## src/rtl/mem_access_unit.sv

```systemverilog
// MEM-stage data-memory access unit: sized loads/stores on a req/ack bus with stall and timeout.
// Optional MEM_ALIGN_CHECK_EN reports misaligned half/word accesses instead of issuing them.
module mem_access_unit #(
  parameter int TIMEOUT_CYCLES = 16
) (
  input  logic        clk,
  input  logic        rst,
  input  logic        MemRead_i,
  input  logic        MemWrite_i,
  input  logic [1:0]  Size_i,
  input  logic        Unsigned_i,
  input  logic [31:0] Addr_i,
  input  logic [31:0] StoreData_i,
  input  logic        RegWrite_i,
  output logic        RegWrite_o,
  output logic [31:0] MemData_o,
  output logic        mem_stall_o,
  output logic        mem_err_o,
  output logic        misalign_o,
  output logic        bus_req_o,
  output logic        bus_we_o,
  output logic [31:0] bus_addr_o,
  output logic [3:0]  bus_be_o,
  output logic [31:0] bus_wdata_o,
  input  logic        bus_ack_i,
  input  logic [31:0] bus_rdata_i
);

  localparam int CW = (TIMEOUT_CYCLES > 2) ? $clog2(TIMEOUT_CYCLES) : 1;
  localparam logic [CW-1:0] CNT_LAST = CW'(TIMEOUT_CYCLES - 1);

  typedef enum logic [1:0] {
    IDLE,
    BUSY,
    DONE
  } state_t;

  state_t state_q, state_d;

  logic          op;
  logic          mis_c;
  logic [1:0]    a_lo;
  logic [3:0]    be_c;
  logic [31:0]   wdata_c;
  logic [1:0]    size_q;
  logic          uns_q;
  logic          ld_q;
  logic [1:0]    lo_q;
  logic          err_q;
  logic          mis_q;
  logic [CW-1:0] cnt_q;
  logic          tmo;
  logic [31:0]   lane;
  logic [31:0]   ldata;

  assign op  = MemRead_i | MemWrite_i;
  assign tmo = (cnt_q == CNT_LAST);

`ifdef MEM_ALIGN_CHECK_EN
  assign a_lo  = Addr_i[1:0];
  assign mis_c = ((Size_i == 2'b01) && Addr_i[0]) ||
                 (Size_i[1] && (Addr_i[1:0] != 2'b00));
`else
  // Without checking, misaligned half/word are silently aligned down
  always_comb begin
    a_lo = Addr_i[1:0];
    if (Size_i == 2'b01)
      a_lo[0] = 1'b0;
    else if (Size_i[1])
      a_lo = 2'b00;
  end
  assign mis_c = 1'b0;
`endif

  always_comb begin
    be_c    = 4'b1111;
    wdata_c = StoreData_i;
    unique case (1'b1)
      (Size_i == 2'b00): begin
        be_c    = 4'b0001 << a_lo;
        wdata_c = {4{StoreData_i[7:0]}};
      end
      (Size_i == 2'b01): begin
        be_c    = 4'b0011 << {a_lo[1], 1'b0};
        wdata_c = {2{StoreData_i[15:0]}};
      end
      default: begin
        be_c    = 4'b1111;
        wdata_c = StoreData_i;
      end
    endcase
  end

  always_comb begin
    lane  = bus_rdata_i >> {lo_q, 3'b000};
    ldata = lane;
    unique case (1'b1)
      (size_q == 2'b00):
        ldata = uns_q ? {24'h0, lane[7:0]}
                      : {{24{lane[7]}}, lane[7:0]};
      (size_q == 2'b01):
        ldata = uns_q ? {16'h0, lane[15:0]}
                      : {{16{lane[15]}}, lane[15:0]};
      default:
        ldata = bus_rdata_i;
    endcase
  end

  always_comb begin
    state_d     = state_q;
    mem_stall_o = 1'b0;
    case (state_q)
      IDLE: begin
        mem_stall_o = op;
        if (op)
          state_d = mis_c ? DONE : BUSY;
      end
      BUSY: begin
        mem_stall_o = 1'b1;
        if (bus_ack_i || tmo)
          state_d = DONE;
      end
      DONE: state_d = IDLE;
      default: state_d = IDLE;
    endcase
  end

  assign mem_err_o  = (state_q == DONE) & err_q;
  assign misalign_o = (state_q == DONE) & mis_q;
  assign RegWrite_o = RegWrite_i & ~((state_q == DONE) & (err_q | mis_q));

  always_ff @(posedge clk or posedge rst) begin
    if (rst) begin
      state_q     <= IDLE;
      bus_req_o   <= 1'b0;
      bus_we_o    <= 1'b0;
      bus_addr_o  <= 32'h0;
      bus_be_o    <= 4'h0;
      bus_wdata_o <= 32'h0;
      MemData_o   <= 32'h0;
      cnt_q       <= '0;
      size_q      <= 2'b00;
      uns_q       <= 1'b0;
      ld_q        <= 1'b0;
      lo_q        <= 2'b00;
      err_q       <= 1'b0;
      mis_q       <= 1'b0;
    end else begin
      state_q <= state_d;
      case (state_q)
        IDLE: begin
          cnt_q <= '0;
          err_q <= 1'b0;
          mis_q <= 1'b0;
          if (op) begin
            if (mis_c) begin
              mis_q     <= 1'b1;
              MemData_o <= 32'h0;
            end else begin
              bus_req_o   <= 1'b1;
              bus_we_o    <= MemWrite_i;
              bus_addr_o  <= {Addr_i[31:2], 2'b00};
              bus_be_o    <= be_c;
              bus_wdata_o <= wdata_c;
              size_q      <= Size_i;
              uns_q       <= Unsigned_i;
              ld_q        <= ~MemWrite_i;
              lo_q        <= a_lo;
            end
          end
        end
        BUSY: begin
          if (bus_ack_i) begin
            bus_req_o <= 1'b0;
            cnt_q     <= '0;
            if (ld_q)
              MemData_o <= ldata;
          end else if (tmo) begin
            bus_req_o <= 1'b0;
            cnt_q     <= '0;
            err_q     <= 1'b1;
            MemData_o <= 32'h0;
          end else begin
            cnt_q <= cnt_q + 1'b1;
          end
        end
        default: cnt_q <= '0;
      endcase
    end
  end

endmodule

```

## config.mk

```make
export PLATFORM = sky130hd
export DESIGN_NAME = mem_access_unit
export DESIGN_NICKNAME = d
export VERILOG_FILES = /design/src/rtl/mem_access_unit.sv
export SDC_FILE = /design/constraint.sdc
export NUM_CORES = 1
export LEC_CHECK = 0
export CAP_MARGIN = 10
export CORE_MARGIN = 1
export CORE_UTILIZATION = 35
export DETAILED_ROUTE_END_ITERATION = 7
export PLACE_DENSITY = 0.7
export REMOVE_ABC_BUFFERS = 1
export SLEW_MARGIN = 25
export SYNTH_ARGS = -nofsm -noshare
export SYNTH_HDL_FRONTEND = slang
export SYNTH_SLANG_ARGS = --single-unit
```

## constraint.sdc

```tcl
create_clock -name clk -period 4.6 [get_ports clk]
set_input_delay 1.38 -clock clk [delete_from_list [all_inputs] [get_ports clk]]
set_output_delay 1.38 -clock clk [all_outputs]
set_load 0.02 [all_outputs]
```

==> flow_summary_export.csv <==
group,metric,value,unit
routing,antenna_violating_nets_post_route,0,
yosys,synth_top_family_by_area,"compound AO/OA/AOI/OAI gates",
floorplan,dieWidth,123,um
worst_setup_path,critical-path-slowest-cell,"sky130_fd_sc_hd__clkdlybuf4s50_1",
yosys,synthAdderAreaFrac,0.00242,
clock_network,cts.repair.resized,0,
sta,fin_tns_setup,0,ns
pwr,internal-power,3580,uW
grt,antenna_found_initial,0,
sta,final-setup-viol-count,0,
place,dp.cells,821,
worst_setup_path,startpoint_type,"primary input",
routing,drtIter0Drc,259,
clock_network,clockBufferDepth,2,
cells_and_area,area_growth,53.9,%
pwr,p_leak,0.00332,uW
floorplan,core_area,14500,um^2
yosys,synth_edf_count,0,
routing,remaining_drc_errors,0,
yosys,synth-compound-area-share,0.163,
routing,detail_route.vias_per_cell,5.07,
yosys,ys_top_cells_by_area,"sky130_fd_sc_hd__dfrtp_1 55%, sky130_fd_sc_hd__mux2_2 9.4%, sky130_fd_sc_hd__mux2i_1 5.8%",
worst_setup_path,critical_path.max_stage_delay,0.62,ns
place,gp_congestion,0.857,
worst_setup_path,arrival,2.74,ns
pwr,peakVddDrop,0.000307,V
floorplan,core.rowCount,44,
clock_network,clk_lat_worst_skew,0.41,ns
grt,maximum_number_of_pins_on_one_net_before_global_route_repair,104,
yosys,synthesis.area,5160,um^2
worst_setup_path,timing.rr.end,"MemData_o[20]",
routing,drt_wl_total,14100,um
yosys,ys.flop_type,"sky130_fd_sc_hd__dfrtp_1",
worst_setup_path,cp_data_required_time,3.22,ns
cells_and_area,final_core_util,0.549,
worst_setup_path,cpMostUsedCell,"sky130_fd_sc_hd__clkdlybuf4s50_1",
sta,layout_setup_ws,0.479,ns
clock_network,cts_htree_levels,4,
sta,worst-slew-pin-transition,0.899,ns
cells_and_area,antenna_cells_inserted,0,
clock_network,cts_num_sinks,113,
pwr,switching_share,0.362,
sta,finClkSkew,0.00869,ns
grt,number_of_global_route_vias_before_repair,4316,
min_path,hold_path.class,"register to register",
floorplan,die_height,123,um
job,cap_violations,0,
clock_network,hold_fix_buffer_count_after_cts,0,
grt,grt_pass1_wl,22000,um
outcome,outcome,"finished clean",
grt,globalRouteOverflowTotal,0,
sta,worst_slew_margin_rel,0.400,
worst_setup_path,ff2ff_path_depth,4,
pwr,power.share.combinational,0.458,
sta,timing.final.hold_violations,0,
pwr,totalPowerFinal,5620,uW
yosys,postSynthCellCount,455,
sta,grt_setup_unrepaired,"false",
cells_and_area,post_route_cells_drive_above_1_share,0.132,
yosys,synth_simple_gate_area_share,0.0894,
min_path,holdCritStartpoint,"bus_wdata_o[10]",
cells_and_area,layout.nets,762,
floorplan,die_area,15200,um^2
min_path,timing.hold.worst_path_depth,2,
place,dpl.hpwl,10000,um
worst_setup_path,timing.setup.critical_path_class,"primary input to primary output",
cells_and_area,nFillCells,1248,
routing,detailroute.via_count,4311,
worst_setup_path,timing.critical_path.max_delay_family,"buffers and inverters",
worst_setup_path,critical_path.max_fanout,4,
place,io_buffers,207,
floorplan,num_io_pins,211,
worst_setup_path,reg2reg_setup_slack,2.22,ns
sta,post-route-min-period,4.12,ns
worst_setup_path,cp-end-kind,"primary output",
yosys,netlist.top_cell.by_area,"sky130_fd_sc_hd__dfrtp_1",
worst_setup_path,crit-reg2reg-launch,"lo_q[1]",
clock_network,postCtsSetupBuffers,0,
sta,max_clock_freq,243,MHz
yosys,postSynthAreaPerCell,11.3,um^2
yosys,synth_seq_cells,113,
cells_and_area,most-common-layout-cells,"207 x sky130_fd_sc_hd__clkdlybuf4s50_1, 113 x sky130_fd_sc_hd__dfrtp_1, 46 x sky130_fd_sc_hd__nand2_1",
clock_network,cts_root_buffer,"sky130_fd_sc_hd__clkbuf_16",
pwr,power.density_cell_area,707,nW/um^2
clock_network,clk_transition_reported_paths,0.05,ns
yosys,synthXorXnorAreaFrac,0.00339,
floorplan,initial_core_utilization,0.357,
yosys,netlist-cell-type-count,45,
pwr,seq_power_share,0.320,
grt,grt_use_total,0.192,
yosys,ys_async_sr_fraction,1.00,
cells_and_area,finish.cell_count_without_fillers,850,
place,detailedPlace.worstSlack,0.478,ns
sta,timing_max_transition_violations_final,0,
sta,final_min_period_over_clock_period,0.896,
yosys,yosys_warnings,0,
routing,drtPass1Iterations,4,
yosys,synth.top_cell.area_share,0.548,
pwr,clock_power_share,0.222,
yosys,ys_seq_area_frac,0.548,
yosys,synth.mux.area_fraction,0.155,
worst_setup_path,worstPathBufferInverterCount,2,
clock_network,cts_tree,"built",
cells_and_area,final_common_cell,"sky130_fd_sc_hd__clkdlybuf4s50_1",
worst_setup_path,cells_traversed_along_the_worst_timing_path,"clkdlybuf4s50_1 > nor3_1 > nor2_1 > clkdlybuf4s50_1",
clock_network,tritoncts.num_buffers,17,
pwr,power.net_switching,2040,uW
routing,detail_route.wl_per_cell,16.5,um
min_path,min_to,"bus_wdata_o[10]",
[layer usage]
layer,wire (um),vias up,share of wire,global-route usage
met3,1310,20,0.093,0.0724
li1,-,2035,-,-
met2,6690,177,0.48,0.307
met4,258,0,0.018,0.0873
met5,0,-,0,0
met1,5800,2079,0.41,0.230
[synth_stat cells (2+ instances only)]
cell type / n
sky130_fd_sc_hd__nor3_1: 3
sky130_fd_sc_hd__buf_2: 8
sky130_fd_sc_hd__nor2b_1: 4
sky130_fd_sc_hd__o21ai_0: 44
sky130_fd_sc_hd__nand2b_1: 8
sky130_fd_sc_hd__and3_1: 2
sky130_fd_sc_hd__o2bb2ai_1: 14
sky130_fd_sc_hd__clkbuf_1: 14
sky130_fd_sc_hd__inv_1: 8
sky130_fd_sc_hd__a21oi_1: 27
sky130_fd_sc_hd__nand3_1: 4
sky130_fd_sc_hd__a221o_1: 17
sky130_fd_sc_hd__nand2_1: 46
sky130_fd_sc_hd__mux2_2: 43
sky130_fd_sc_hd__dfrtp_1: 113
sky130_fd_sc_hd__buf_4: 4
sky130_fd_sc_hd__buf_6: 3
sky130_fd_sc_hd__a221oi_1: 2
sky130_fd_sc_hd__mux2i_1: 30
sky130_fd_sc_hd__o22ai_1: 6
sky130_fd_sc_hd__nor2_1: 25
sky130_fd_sc_hd__a22o_1: 2
sky130_fd_sc_hd__nor2_2: 3
sky130_fd_sc_hd__buf_1: 4
[cell families after synthesis]
logic type,Yosys count
AOI/OAI and AO/OA,122
adders and majority gates,1
xor gates and xnor gates,2
DFF,113
muxes,74
buffers and inverters,41
other,1
and+or+nand+nor,101
[worst max path at each step]
stage | startpoint | to | depth (start not counted)
2_1_floorplan | MemRead_i | bus_addr_o[10] | 2
3_3_place_gp | MemRead_i | mem_stall_o | 4
3_5_place_dp | MemRead_i | mem_stall_o | 4
4_1_cts | MemRead_i | mem_stall_o | 4
5_1_grt | MemRead_i | mem_stall_o | 4
6_report | MemRead_i | mem_stall_o | 4
[tightest hold or removal path: stages, from the launching register on]
cell and delay (ns):
sky130_fd_sc_hd__dfrtp_1 0.34, sky130_fd_sc_hd__nand2_1 0.04, sky130_fd_sc_hd__o21ai_0 0.06
[cell type report]
type / count / area [um^2] / share of cell area
clock inverter: 7 / 85.1 / 0.0107
tap: 184 / 230 / 0.0290
clock buffer: 22 / 474 / 0.0597
timing repair buffer: 213 / 2140 / 0.270
sequential: 113 / 2830 / 0.356
inverter: 8 / 32.5 / 0.00409
multi-input combinational: 303 / 2150 / 0.271
[flip-flops by register name (all words and copies together), names as in the netlist]
name         count
MemData_o       32
bus_wdata_o     32
bus_addr_o      30
bus_be_o         4
cnt_q            4
lo_q             2
size_q           2
state_q          2
bus_req_o        1
bus_we_o         1
err_q            1
ld_q             1
uns_q            1
[through the flow]
stage | hold WS, ns | area (um^2)
after global routing | 0.499 | 7950
final | 0.475 | 7950
after detailed placement | 0.465 | 7390
after global placement | 0.445 | 7390
after CTS | 0.475 | 7950
after floorplan | 0.432 | 5000
[power by group through the flow]
stage	clock network [uW]	logic [uW]	registers [uW]
finish	1250	2570	1800
global route	1330	2760	1860
CTS	1280	2600	1800
detailed placement	0	2580	1810
global placement	0	2550	1790
floorplan	0	946	2280
(Power assumes the default switching activity.)
